==> src/rtl/harness_pkg.sv <==
// harness_pkg: shared dump FSM states and UART framing constants for the filter test harness
package harness_pkg;
  typedef enum logic [1:0] {IDLE, FETCH, SEND, DONE} dump_state_e;
  localparam int FRAME_BITS       = 10;
  localparam int BYTES_PER_WORD   = 4;
  localparam int CLKS_PER_BIT_DEF = 434;
endpackage

==> src/rtl/uart_tx_byte.sv <==
// uart_tx_byte: 8N1 serializer, one byte per load, each bit held CLKS_PER_BIT cycles
// ports: load_i/byte_i start a frame (a load always restarts, so back-to-back loads on
//        frame_done_o give gapless frames); tx_o idles high; frame_done_o is high on the
//        final cycle of the stop bit
module uart_tx_byte
  import harness_pkg::*;
#(
  parameter int CLKS_PER_BIT = CLKS_PER_BIT_DEF
) (
  input  logic       clk,
  input  logic       rst,
  input  logic       load_i,
  input  logic [7:0] byte_i,
  output logic       tx_o,
  output logic       frame_done_o
);
  localparam int CW = $clog2(CLKS_PER_BIT);
  logic [CW-1:0] cnt_q;
  logic [3:0] bit_q;
  logic [8:0] sh_q;
  logic act_q, tx_q, bit_end;
  assign bit_end = cnt_q == CW'(CLKS_PER_BIT - 1);
  assign frame_done_o = act_q && bit_end && bit_q == 4'(FRAME_BITS - 1);
  assign tx_o = tx_q;
  // sh_q carries the data bits plus the stop bit, so the stop bit simply shifts out last
  always_ff @(posedge clk) begin
    if (rst) begin
      act_q <= 1'b0;
      tx_q  <= 1'b1;
      cnt_q <= '0;
      bit_q <= '0;
      sh_q  <= '1;
    end else if (load_i) begin
      act_q <= 1'b1;
      tx_q  <= 1'b0;
      cnt_q <= '0;
      bit_q <= '0;
      sh_q  <= {1'b1, byte_i};
    end else if (act_q) begin
      cnt_q <= bit_end ? '0 : cnt_q + 1'b1;
      if (frame_done_o) begin
        act_q <= 1'b0;
        tx_q  <= 1'b1;
      end else if (bit_end) begin
        bit_q <= bit_q + 4'd1;
        tx_q  <= sh_q[0];
        sh_q  <= {1'b1, sh_q[8:1]};
      end
    end
  end
endmodule

==> src/rtl/result_uart_dump.sv <==
// result_uart_dump: walks result RAM 0..DEPTH-1 and streams each word MSB byte first over 8N1 UART
// ports: start requests a dump (ignored while busy); ram_addr/ram_rden/ram_q read the RAM
//        with RD_LAT cycles latency; tx is the serial pin (idle high); busy spans the dump;
//        done pulses for one cycle after the last stop bit
module result_uart_dump
  import harness_pkg::*;
#(
  parameter int ADDR_W       = 8,
  parameter int DATA_W       = 32,
  parameter int DEPTH        = 256,
  parameter int CLKS_PER_BIT = CLKS_PER_BIT_DEF,
  parameter int RD_LAT       = 2
) (
  input  logic              clk,
  input  logic              rst,
  input  logic              start,
  output logic [ADDR_W-1:0] ram_addr,
  output logic              ram_rden,
  input  logic [DATA_W-1:0] ram_q,
  output logic              tx,
  output logic              busy,
  output logic              done
);
  dump_state_e state_q;
  logic [1:0] lat_q, byte_q;
  logic [DATA_W-1:0] word_q;
  logic [ADDR_W-1:0] addr_q;
  logic rden_q, busy_q, done_q;
  logic fetch_last, last_byte, frame_done, load;
  logic [7:0] load_byte;
  assign fetch_last = state_q == FETCH && lat_q == 2'(RD_LAT);
  assign last_byte  = byte_q == 2'(BYTES_PER_WORD - 1);
  // the first byte bypasses word_q so its start bit lands on the first SEND cycle
  assign load      = fetch_last || (state_q == SEND && frame_done && !last_byte);
  assign load_byte = fetch_last ? ram_q[DATA_W-1 -: 8] : word_q[DATA_W-9 -: 8];
  assign ram_addr  = addr_q;
  assign ram_rden  = rden_q;
  assign busy      = busy_q;
  assign done      = done_q;
  uart_tx_byte #(.CLKS_PER_BIT(CLKS_PER_BIT)) u_tx (
    .clk         (clk),
    .rst         (rst),
    .load_i      (load),
    .byte_i      (load_byte),
    .tx_o        (tx),
    .frame_done_o(frame_done)
  );
  always_ff @(posedge clk) begin
    if (rst) begin
      state_q <= IDLE;
      lat_q   <= '0;
      byte_q  <= '0;
      word_q  <= '0;
      addr_q  <= '0;
      rden_q  <= 1'b0;
      busy_q  <= 1'b0;
      done_q  <= 1'b0;
    end else begin
      done_q <= 1'b0;
      if (load) word_q <= fetch_last ? ram_q : word_q << 8;
      case (state_q)
        IDLE: if (start) begin
          state_q <= FETCH;
          lat_q   <= '0;
          addr_q  <= '0;
          rden_q  <= 1'b1;
          busy_q  <= 1'b1;
        end
        FETCH: begin
          lat_q <= lat_q + 2'd1;
          if (fetch_last) begin
            state_q <= SEND;
            byte_q  <= '0;
            rden_q  <= 1'b0;
          end
        end
        SEND: if (frame_done) begin
          if (!last_byte) byte_q <= byte_q + 2'd1;
          else if (addr_q == ADDR_W'(DEPTH - 1)) begin
            state_q <= DONE;
            busy_q  <= 1'b0;
            done_q  <= 1'b1;
          end else begin
            state_q <= FETCH;
            lat_q   <= '0;
            addr_q  <= addr_q + 1'b1;
            rden_q  <= 1'b1;
          end
        end
        DONE: begin
          state_q <= IDLE;
          addr_q  <= '0;
        end
        default: state_q <= IDLE;
      endcase
    end
  end
endmodule

==> config.mk <==
export PLATFORM = sky130hd
export DESIGN_NAME = result_uart_dump
export DESIGN_NICKNAME = d
export VERILOG_FILES = /design/src/rtl/harness_pkg.sv /design/src/rtl/uart_tx_byte.sv /design/src/rtl/result_uart_dump.sv
export SDC_FILE = /design/constraint.sdc
export NUM_CORES = 1
export LEC_CHECK = 0
export CELL_PAD_IN_SITES_DETAIL_PLACEMENT = 1
export CELL_PAD_IN_SITES_GLOBAL_PLACEMENT = 1
export CORE_MARGIN = 2
export CORE_UTILIZATION = 43
export CTS_CLUSTER_DIAMETER = 60
export DETAILED_ROUTE_END_ITERATION = 7
export GPL_TIMING_DRIVEN = 0
export PLACE_DENSITY_LB_ADDON = 0.1
export SYNTH_ARGS = -nofsm -noshare
export SYNTH_HDL_FRONTEND = slang
export SYNTH_SLANG_ARGS = --single-unit
==> constraint.sdc <==
create_clock -name clk -period 5.4 [get_ports clk]
set_clock_uncertainty 0.1 [all_clocks]
set_input_delay 0.54 -clock clk [delete_from_list [all_inputs] [get_ports clk]]
set_output_delay 0.54 -clock clk [all_outputs]
set_load 0.03 [all_outputs]
==> impl_metrics.toml, run 1 <==
[worst_setup_path]
start_kind = "flip-flop"
cp_slowest_stage_delay_ns = 0.48
crit_chain = "ha_1, nand3b_1, nor4_1, or2_1, clkbuf_1, clkbuf_1, nor2_1, a211oi_1"
worst-path-max-fanout = 10
crit_required_ns = 5.56
cp.arrival_ns = 2.94
crit_type = "reg2reg"
path_common_cell = "clkbuf_1"
worst_setup_path_end_kind = "flip-flop"
crit_slowest_cell = "nor4_1"

[timing]
setup_slack_ns = 2.62
tns_ns = 0
fin_crit_ns = 2.78
max_freq_mhz = 359
slew_headroom_pct = 55.7
hold_violations = 0
setup_viol = 0
report.final.slew_viol_count = 0
rsz0062_at_grt = "no"
fin_crit_sh_pct = 51.6
worst_pin_slew_ns = 0.647

[yosys]
synth_area_sq_um = 2940
synth-async-reset-ratio_pct = 0
synth_top_area_share_pct = 43.5
ys_seq_area_share_pct = 43.5
ys_ff_latch = 64
synth_cells = 334
ys_types = 41
ys_top_cells_by_area = "dfxtp_1 (44%), mux2i_1 (7.8%), nor2_1 (6.5%), a211oi_1 (5.4%), a21oi_1 (4.4%)"
yosysWarnings = 0
synth_edf_count = 0
yosys_most_used_dff = "dfxtp_1"
synth_nets = 376
synth_area_leader_cell = "dfxtp_1"
syn_area_per_cell_sq_um = 8.81

[min_path]
hold_path_class = "reg2reg"

[cts]
cts_tree = "yes"
clk_latency_ns = 0.35
h-tree-depth = 3
cts.repair.resized = 0
cts_root_buf = "clkbuf_8"
clkSlewWorstSetupHoldPaths_ns = 0.07
clk_path_buf_depth = 2
cts_inserted_buffers = 9
cts_setup_buffers = 0
clock-sinks = 64
holdBufCountCts = 0

[final_layout]
mostFrequentLayoutCell = "dfxtp_1"
finalNetCount = 432
diodes = 0
synthToLayoutAreaGrowth_pct = 24.3
layout-drive-gt1-share_pct = 5.57
layout_common_cells = "dfxtp_1 (64), nor2_1 (51), clkdlybuf4s50_1 (45), a21oi_1 (26), mux2i_1 (23)"
fillers = 812

[routing]
drt_iter0_markers = 60
drc = 0
vias_per_cell = 5.54
detail-route-antenna-nets = 0
dr_total_vias = 2630
firstDrtPassIters = 4
wl_um = 7510
wl_per_cell_um = 15.8

[flow_run]
max_cap_violations = 0

[floorplanning]
rows = 30
fp.dieW_um = 86.7
die-area_sq_um = 7520
dieHeight_um = 86.7
core_area_sq_um = 6720
boundaryPins = 47
start_util_pct = 43.8

[placement]
gp_congestion = 0.761
dp_hpwl_um = 5480
pre_cts_ws_ns = 2.61
portBuffers = 45

[power]
ir_drop_mv = 0.140
p_leak_uw = 0.00119
power_density_nw_per_um2 = 255

[global_routing]
grt_pass1_vias = 2717
grt_pass1_wl_um = 12600
antenna_found_initial = 0
overflow = 0
grt_util_all_layers_pct = 21.3
grt_max_degree = 11

[status]
status = "finished, final reports clean"
## state kept, by name, summed over array words and instances, names as in the netlist, 2 cells and up
register / flops
word_q: 24
u_tx.bit_q: 4
u_tx.cnt_q: 9
byte_q: 2
u_tx.sh_q: 8
ram_addr: 8
lat_q: 2
state_q: 2
## synthesized netlist by cell type, types with 5 or more instances
master / count
nand3_1: 7
a2111oi_0: 7
nor2_1: 51
a211oi_1: 21
or3_1: 7
mux2i_1: 23
inv_1: 7
a22oi_1: 8
o21ai_0: 7
nor2b_1: 13
nand2_1: 12
ha_1: 7
nor3_1: 6
clkbuf_1: 15
buf_2: 5
dfxtp_1: 64
a21oi_1: 26
## final timing paths
| path | startpoint | endpoint | slack [ns] | depth (start not counted) |
|---|---|---|---|---|
| min reg2reg | byte_q[1] | byte_q[1] | 0.37 | 2 |
| max reg2reg | u_tx.bit_q[0] | word_q[22] | 2.62 | 8 |
| min | byte_q[1] | byte_q[1] | 0.37 | 2 |
| max | u_tx.bit_q[0] | word_q[22] | 2.62 | 8 |
## metal layers
metal / up-vias / GRT usage [%] / wire length [um] / share of wire, %
li1: 1323 / - / - / -
met1: 1263 / 27.4 / 3600 / 48
met2: 35 / 34.5 / 3580 / 48
met3: 9 / 5.43 / 232 / 3.1
met4: 0 / 8.10 / 91 / 1.2
met5: - / 0 / 0 / 0
## power breakdown
part	leakage [uW]	total, uW	switching, uW	internal, uW
Clock	0.0000899	357	181	176
Combinational	0.000583	91.7	49.2	42.5
Sequential	0.000517	485	5.51	479
Total	0.00119	933	235	698
## critical path: cells and delay by family (launching register included)
| family | cells | cell delay, ns |
|---|---|---|
| buffers and inverters | 2 | 0.82 |
| and+or+nand+nor | 4 | 0.91 |
| AOI/OAI and AO/OA | 1 | 0.25 |
| adders and majority gates | 1 | 0.19 |
| DFF | 1 | 0.40 |
## through the flow
stage	cells	cell area (sq um)	hold WS (ns)	power, uW	utilization, %
final	475	3660	0.367	933	54.5
after global routing	475	3660	0.397	980	54.5
after CTS	475	3660	0.367	946	54.5
after detailed placement	459	3490	0.357	587	52.0
after global placement	459	3490	0.344	585	52.0
after floorplan	334	2940	0.336	542	-
## cell families after synthesis
kind of cell | after synthesis | share of synthesized area [%]
adder cells (fa/ha/maj) | 7 | 2.98
multiplexers | 24 | 8.21
buffers and inverters | 28 | 3.78
XOR/XNOR | 7 | 2.08
AND/OR/NAND/NOR | 124 | 21.6
flip-flops | 64 | 43.5
AO/OA/AOI/OAI | 80 | 17.9
## final cells by class
type | instances | area, sq um | area share, %
plain buffers | 21 | 85.1 | 2.33
clock buffers | 12 | 145 | 3.97
flip-flops and latches | 64 | 1280 | 35.0
repair buffers | 45 | 450 | 12.3
inverters | 7 | 26.3 | 0.718
clock inverters | 4 | 20.0 | 0.547
multi-input cells | 242 | 1550 | 42.4
well taps | 80 | 100 | 2.74
Power figures use the tool's default switching activity.
==> run 2: changes to the inputs <==
- CORE_UTILIZATION: 43 -> 36
- clock period: 5.4 -> 2.4 ns (I/O delays scaled with it)
==> impl_metrics.toml, run 2 (synthesis results as in run 1) <==
[status]
status = "finished, final reports clean"

[final_layout]
diodes = 0
layout-drive-gt1-share_pct = 11.6
finalNetCount = 432
finish.instance_area_sq_um = 3850
synthToLayoutAreaGrowth_pct = 31.0
multi_input_area_sq_um = 1610
largest_register_ffs = 24
mostFrequentLayoutCell = "dfxtp_1"
post-route-util_pct = 49.4
regArea_sq_um = 1290
top_register = "word_q"
fillers = 918
top_regs = "word_q x24, u_tx.cnt_q x9"
layout_common_cells = "dfxtp_1 (59), nor2_1 (50), clkdlybuf4s50_1 (45), a21oi_1 (25), mux2i_1 (23)"

[worst_setup_path]
start_kind = "flip-flop"
r2r_end = "ram_addr[5]"
rrSetupSlack_ns = 0.08
r2r_start = "u_tx.cnt_q[0]"
crit_type = "reg2reg"
worst_setup_path_end_kind = "flip-flop"
cp.arrival_ns = 2.49
worst-r2r-cell-count = 7
worst-path-max-fanout = 7
crit_required_ns = 2.57

[timing]
setup_viol = 0
setup_slack_ns = 0.0836
rsz0062_at_grt = "no"
hold_violations = 0
fin_crit_sh_pct = 96.5
max_freq_mhz = 432
hold_slack_ns = 0.366
report.final.slew_viol_count = 0
slew_headroom_pct = 62.0
fin_crit_ns = 2.32
worst_pin_slew_ns = 0.569
tns_ns = 0

[global_routing]
antenna_found_initial = 0
grt_pass1_wl_um = 12400
grt_max_degree = 13
overflow = 0
grt_util_all_layers_pct = 17.9
grt_pass1_vias = 2553

[cts]
cts_inserted_buffers = 9
h-tree-depth = 3
cts_root_buf = "clkbuf_8"
cts_tree = "yes"
clk_latency_ns = 0.34
clk_path_buf_depth = 2
clock-sinks = 64
clkSlewWorstSetupHoldPaths_ns = 0.07

[power]
ir_drop_mv = 0.288
power.combinational.fraction_pct = 8.9
p_leak_uw = 0.00125
p_seq_share_pct = 44.4
p_sw_share_pct = 23.7
power_density_nw_per_um2 = 637
p_int_uw = 1870
p_sw_uw = 582
clkPwrFrac_pct = 46.6

[min_path]
min_path_cells = 2
min_from = "byte_q[1]"
hold_path_class = "reg2reg"
holdPathEnd = "byte_q[1]"

[routing]
detail-route-antenna-nets = 0
vias_per_cell = 5.25
wl_per_cell_um = 15.5
dr_total_vias = 2607
drc = 0
wl_um = 7690
firstDrtPassIters = 4
drt_iter0_markers = 64

[floorplanning]
start_util_pct = 37.7
die-area_sq_um = 8910
fp.dieW_um = 94.4
dieHeight_um = 94.4
rows = 32
boundaryPins = 47
core_area_sq_um = 7810

[flow_run]
max_cap_violations = 0

[placement]
postPlaceCellArea_sq_um = 3520
gp_congestion = 0.757
dp_hpwl_um = 5620
portBuffers = 45
pre_cts_ws_ns = -0.171
## run 2: cell count changes in the layout (fill, tap and decap cells not counted), moves of 3 or more
cell,change
clkbuf_1,-9
dfxtp_1,-5
dfxtp_2,+5
a2111oi_0,-4
clkbuf_2,+4
a2111oi_1,+3
bufinv_16,+3
clkinv_2,-3
## run 2: final cells by class
| type | count | area share (%) |
|---|---|---|
| Sequential cell | 64 | 33.4 |
| Inverter | 7 | 0.682 |
| Tap cell | 102 | 3.31 |
| Clock buffer | 9 | 3.21 |
| Timing Repair Buffer | 47 | 12.1 |
| Buffer | 19 | 2.47 |
| Multi-Input combinational cell | 242 | 41.7 |
| Clock inverter | 7 | 3.12 |
## run 2: timing repair
item | CTS | global route
buffers inserted | 1 | 1
hold buffers | 0 | 0
endpoints found under the setup margin | 29 | 48
resized for setup | 6 | 26
gates cloned | 0 | 0
pin swaps | 2 | 1
## run 2: through the flow
stage	std cells	power, uW
after CTS	497	2460
final	497	2460
after global placement	481	1320
after global routing	497	2550
after detailed placement	481	1320
after floorplan	334	1220
## run 2: worst max path at each step
stage,from,cells past startpoint,end
2_1_floorplan,u_tx.bit_q[0],7,ram_addr[7]
3_3_place_gp,u_tx.bit_q[0],8,word_q[22]
3_5_place_dp,u_tx.bit_q[0],8,word_q[22]
4_1_cts,u_tx.cnt_q[0],8,ram_addr[4]
5_1_grt,u_tx.bit_q[1],8,word_q[16]
6_report,u_tx.cnt_q[0],7,ram_addr[5]
## run 2: power groups by stage
stage / clock network [uW] / logic [uW] / registers [uW]
after floorplan: 0 / 99.1 / 1120
after global placement: 0 / 205 / 1110
after detailed placement: 0 / 208 / 1110
after CTS: 1160 / 212 / 1090
after global routing: 1220 / 239 / 1090
final: 1140 / 219 / 1090
## run 2: metal layers
metal / share of wire (%) / global-route usage, %
met5: 0 / 0
met1: 50 / 24.1
met4: 1.0 / 7.25
met3: 3.1 / 3.51
met2: 45 / 28.2
## run 2: worst max-delay path, stage by stage (launching register included)
cell      delay (ns)
dfxtp_2         0.39
ha_4            0.16
nand4b_1        0.13
or4_4           0.50
buf_6           0.15
a21o_4          0.21
or4_4           0.48
a21oi_2         0.14
==> run 3: changes to the inputs <==
- CTS_CLUSTER_DIAMETER: 60 -> 30
==> results of run 3 <==
Same layout as run 2: the final DEF is identical, and so are final timing and power.
==> RTL change 1, RTL diff (config.mk and constraints of run 3) <==
The parameter `ADDR_W` goes from 8 to 7.
--- a/src/rtl/result_uart_dump.sv
+++ b/src/rtl/result_uart_dump.sv
@@ -7,3 +7,3 @@
 #(
-  parameter int ADDR_W       = 8,
+  parameter int ADDR_W       = 7,
   parameter int DATA_W       = 32,
Ports: changed (resized ram_addr); port bits go from 47 to 46. The function was not compared with the original's and may differ.
==> RTL change 1 against run 3 <==
Design area shrank 1.3%; sequential cell count is 1 lower; highest routed layer unchanged; setup slack improved by 0.11 ns; non-clock buffer count is 1 higher; synthesized cell count is 3.9% higher; power down 9.2%; global-route usage rose by 1.5 points; via count is 3.7% higher; cell count is 3.4% higher; synthesized area grew 1.7%; wire length rose by 7.2%; clock power shrank 11%.
==> RTL change 1: results (changes against run 3) <==
Status
  • Status: complete, no violations (unchanged)

Synth
  • Most frequent cells after synthesis: dfxtp_1, nand2_1, nor2_1, a21oi_1, a311oi_1 (was dfxtp_1, nor2_1, a21oi_1, mux2i_1, a211oi_1)
  • Post-synthesis sequential area ratio: 42.1% (was 43.5%)
  • Syn_area_per_cell: 8.62 um2 (was 8.81 um2)
  • Leading post-synthesis cells by cell area: dfxtp_1, nand2_1, nor2_1, a311oi_1, a21oi_1 (was dfxtp_1, mux2i_1, nor2_1, a211oi_1, a21oi_1)
  • Syn_nets: 389 (was 376)
  • Synth unique cells: 49 (was 41)

Global routing
  • Vias in the first global route: 2740 (was 2553)
  • GRT Total Usage: 19.4% (was 17.9%)
  • First-pass GRT wire length: 13300 um (was 12400 um)
  • Pin count of the biggest net entering global routing: 12 (was 13)

Worst setup path
  • Reg2Reg Setup Slack: 0.19 ns (was 0.08 ns)
  • FF-to-FF End: u_tx.sh_q[3] (was ram_addr[5])
  • Crit-path max FO: 10 (was 7)
  • Crit-path leading delay family: compound AO/OA/AOI/OAI gates (was simple AND/OR/NAND/NOR gates)
  • Crit path DAT: 2.33 ns (was 2.49 ns)
  • Slowest-stage cell, CP: a2111oi_1 (was or4_4)

Finish
  • Non-Filler Instances: 514 (was 497)
  • Nets: 446 (was 432)
  • Fillers: 963 (was 918)
  • Largest regs: word_q: 24 flops, u_tx.cnt_q: 9 flops, u_tx.sh_q: 8 flops (was word_q: 24 flops, u_tx.cnt_q: 9 flops)
  • Share of cells above drive strength 1: 11.0% (was 11.6%)

Detailed routing
  • DR WL/cell: 16.0 um (was 15.5 um)
  • Vias per std cell: 5.26 (was 5.25)
  • Initial drt markers: 54 (was 64)

Placed design
  • DP HPWL: 6120 um (was 5620 um)
  • GP Congestion: 0.834 (was 0.757)
  • Inst Count DP: 496 (was 481)
  • Buffers added on ports: 44 (was 45)

Power
  • Pleak: 1.36 nW (was 1.25 nW)
  • VDD IR-drop max: 0.000282 V (was 0.000288 V)

Timing
  • Worst-Margin Slew: 0.622 ns (was 0.569 ns)

Clock network
  • CTS Root Cell: clkbuf_8 (unchanged)
==> RTL change 1: worst max path at each step <==
stage,to,cells past startpoint,slack (ns)
floorplan,ram_addr[0],6,0.45
finish,u_tx.sh_q[3],7,0.19
global route,u_tx.sh_q[3],7,0.06
CTS,u_tx.sh_q[3],7,0.09
detailed placement,u_tx.sh_q[3],7,0.1
global placement,u_tx.sh_q[2],7,0.12
==> RTL change 1: worst register-to-register path, stage by stage (launching register included) <==
cell and delay, ns:
dfxtp_1 0.40, ha_1 0.24, nand4b_4 0.14, nor3_4 0.26
a31oi_1 0.16, buf_2 0.21, a2111oi_1 0.51, a21oi_1 0.07
==> RTL change 1: layout make-up <==
type / instances / area (um2) / share of cell area [%]
inverters: 9 / 33.8 / 0.888
plain buffers: 21 / 103 / 2.70
flip-flops and latches: 63 / 1260 / 33.2
multi-input cells: 254 / 1610 / 42.3
repair buffers: 46 / 455 / 12.0
well taps: 105 / 131 / 3.45
clock inverters: 7 / 87.6 / 2.30
clock buffers: 9 / 124 / 3.26
==> RTL change 1: timing repair <==
item | CTS | global route
resized for setup | 0 | 7
buffers inserted | 0 | 2
hold endpoints to repair | 0 | 0
setup endpoints to repair | 0 | 7
==> RTL change 1: cells by family after synthesis <==
logic type                 after synthesis  share of synthesized area, %
muxes                                    8                          2.68
and+or+nand+nor                        153                          26.4
buffers and inverters                   30                          4.51
xor gates and xnor gates                 9                          2.63
DFF                                     63                          42.1
AOI/OAI and AO/OA                       77                          18.7
adders and majority gates                7                          2.93
==> RTL change 1: per-stage QoR <==
| stage | setup WS [ns] | area [um2] | hold WS [ns] | total power, mW |
|---|---|---|---|---|
| 2_1_floorplan | 0.454 | 2990 | 0.299 | 1.16 |
| 3_3_place_gp | 0.124 | 3560 | 0.342 | 1.24 |
| 3_5_place_dp | 0.0999 | 3560 | 0.358 | 1.24 |
| 4_1_cts | 0.0856 | 3780 | 0.352 | 2.25 |
| 5_1_grt | 0.0611 | 3800 | 0.364 | 2.32 |
| 6_report | 0.192 | 3800 | 0.365 | 2.23 |
==> RTL change 1: report_power, final <==
group | total (mW) | internal (mW) | switching [mW]
logic | 0.152 | 0.0786 | 0.0738
clock network | 1.01 | 0.577 | 0.430
registers | 1.07 | 1.06 | 0.0112
total | 2.23 | 1.71 | 0.515
==> RTL change 1: layer usage <==
layer  routed length, um  vias up  track usage (%)
met2                3780       30             30.6
met4                 123        0             7.25
li1                    -     1370                -
met5                   0        -                0
met1                4140     1293             25.9
met3                 200       10             4.11
==> RTL change 2, RTL diff (settings of run 3) <==
Made on the original files. Re-encode `dump_state_e` (4 states) as one-hot, 4 bits wide.
--- a/src/rtl/harness_pkg.sv
+++ b/src/rtl/harness_pkg.sv
@@ -2,3 +2,3 @@
 package harness_pkg;
-  typedef enum logic [1:0] {IDLE, FETCH, SEND, DONE} dump_state_e;
+  typedef enum logic [3:0] {IDLE = 4'b0001, FETCH = 4'b0010, SEND = 4'b0100, DONE = 4'b1000} dump_state_e;
   localparam int FRAME_BITS       = 10;
Function: no difference found for any inputs over 10 cycles, from zero or initial values and one cycle with rst high; not proved beyond that.
==> RTL change 2 against run 3 <==
Non-clock buffer count is 11 higher; worst hold slack got worse by 0.031 ns; fmax fell by 2.2%; sequential cell count grew 2; power grew 0.27%; sequential share of layout area is 0.70 points lower; first-iteration DRC count increased to 3.0 times the old value; global-route usage up 1.8 points; setup slack got worse by 0.052 ns; wire length is 17% higher; synthesized area increased by 5.1%; design area rose by 5.1%; critical endpoint is now u_tx.sh_q[3]; largest cell class unchanged.
==> RTL change 2: results (changes against run 3) <==
Worst hold path
  • Worst Hold Path EP: word_q[1] (was byte_q[1])
  • Worst Hold Class: input pin to register (was register to register)
  • Critical hold path startpoint: ram_q[1] (was byte_q[1])
  • Hold depth: 3 (was 2)

Timing
  • Hold WS: 0.335 ns (was 0.366 ns)
  • Worst-Margin Slew: 0.772 ns (was 0.569 ns)
  • Min cycle time layout: 2.37 ns (was 2.32 ns)

Clock network
  • Clock Sinks: 66 (was 64)
  • Post-CTS sizing: 6 (unchanged)

Finish
  • Final-layout clock-cell area share: 5.99% (was 6.33%)
  • Plain + repair buffers: 77 (was 66)
  • Buffering overhead: 16.1% (was 14.5%)
  • Largest regs: word_q: 24 flops, u_tx.cnt_q: 9 flops (unchanged)
  • Area grow syn2layout: 31.0% (about the same)
  • Non-clk invs: 8 (was 7)
  • Share of cells above drive strength 1: 11.6% (about the same)
  • Clock Buffer Count: 10 (was 9)
  • Fraction of area in registers: 32.7% (was 33.4%)
  • Fillers: 988 (was 918)
  • Nets: 478 (was 432)
  • Fraction of area in multi-input gates: 41.2% (was 41.7%)
  • #MultiIn Comb: 274 (was 242)

Detailed routing
  • M1 WL: 4280 um (was 3880 um)
  • Via Count: 2943 (was 2607)
  • Detailed Route WL: 8980 um (was 7690 um)
  • DR WL met2: 4240 um (was 3490 um)
  • Met3 wire length: 377 um (was 238 um)

Worst setup path
  • Crit path DAT: 2.49 ns (about the same)
  • Crit-path max FO: 10 (was 7)
  • CP endpoint: u_tx.sh_q[3] (was ram_addr[5])
  • Slowest-stage cell, CP: or4_1 (was or4_4)
  • Reg2Reg Depth: 8 (was 7)
  • Setup crit start kind: register (unchanged)
  • Reg2reg start: state_q[3] (was u_tx.cnt_q[0])
  • Reg2Reg Setup Slack: 0.03 ns (was 0.08 ns)

Global routing
  • GRT Total Usage: 19.7% (was 17.9%)
  • First-pass GRT wire length: 15100 um (was 12400 um)
  • Vias in the first global route: 3020 (was 2553)
  • Initial antenna violation count: 0 (unchanged)

Synth
  • Gate Count Post-Synth: 373 (was 334)
  • Post-synthesis sequential area ratio: 42.7% (was 43.5%)
  • Syn_nets: 415 (was 376)
  • Leading post-synthesis cells by cell area: dfxtp_1, nand2_1, nor2_1, a311oi_1, a21oi_1 (was dfxtp_1, mux2i_1, nor2_1, a211oi_1, a21oi_1)
  • Most frequent cells after synthesis: dfxtp_1, nand2_1, nor2_1, a21oi_1 (was dfxtp_1, nor2_1, a21oi_1, mux2i_1, a211oi_1)
  • Syn_area_per_cell: 8.29 um2 (was 8.81 um2)
  • Synth unique cells: 47 (was 41)

Placed design
  • Buffers added on ports: 45 (unchanged)
  • DP HPWL: 6400 um (was 5620 um)
  • Dpl ws: -0.183 ns (was -0.171 ns)
  • GP Congestion: 0.809 (was 0.757)
  • DP Area: 0.00367 mm2 (was 0.00352 mm2)
  • Inst Count DP: 523 (was 481)

Power
  • PD cells: 608 mW/mm2 (was 637 mW/mm2)
  • Clock group total power: 1.16 mW
  • Pleak: 1.39 nW (was 1.25 nW)
  • Psw: 565 uW (was 582 uW)
  • Comb pwr: 191 uW (was 219 uW)

Status
  • Status: complete, no violations (unchanged)
[RTL change 2: cell types whose count changed in the layout (fill, tap and decap cells not counted), sizes merged, moves of 4 or more]
cell,delta
a2111oi,-7
o21ai,+4
nand3,+10
o22ai,+8
a211oi,-19
buf,+9
a21oi,-5
nand2,+48
nor2,-5
a311oi,+17
mux2i,-13
nor2b,-13
[RTL change 2: cell families after synthesis]
family,after synthesis,share of synthesized area [%]
AND/OR/NAND/NOR,164,25.0
flip-flops,66,42.7
AO/OA/AOI/OAI,83,18.0
XOR/XNOR,9,2.55
adder cells (fa/ha/maj),7,2.83
multiplexers,11,3.60
buffers and inverters,33,5.22
[RTL change 2: metal layers]
| metal | global-route usage [%] | vias to the layer above |
|---|---|---|
| met5 | 0 | - |
| met4 | 4.77 | 0 |
| met3 | 4.70 | 9 |
| met2 | 32.4 | 52 |
| met1 | 26.1 | 1411 |
| li1 | - | 1471 |
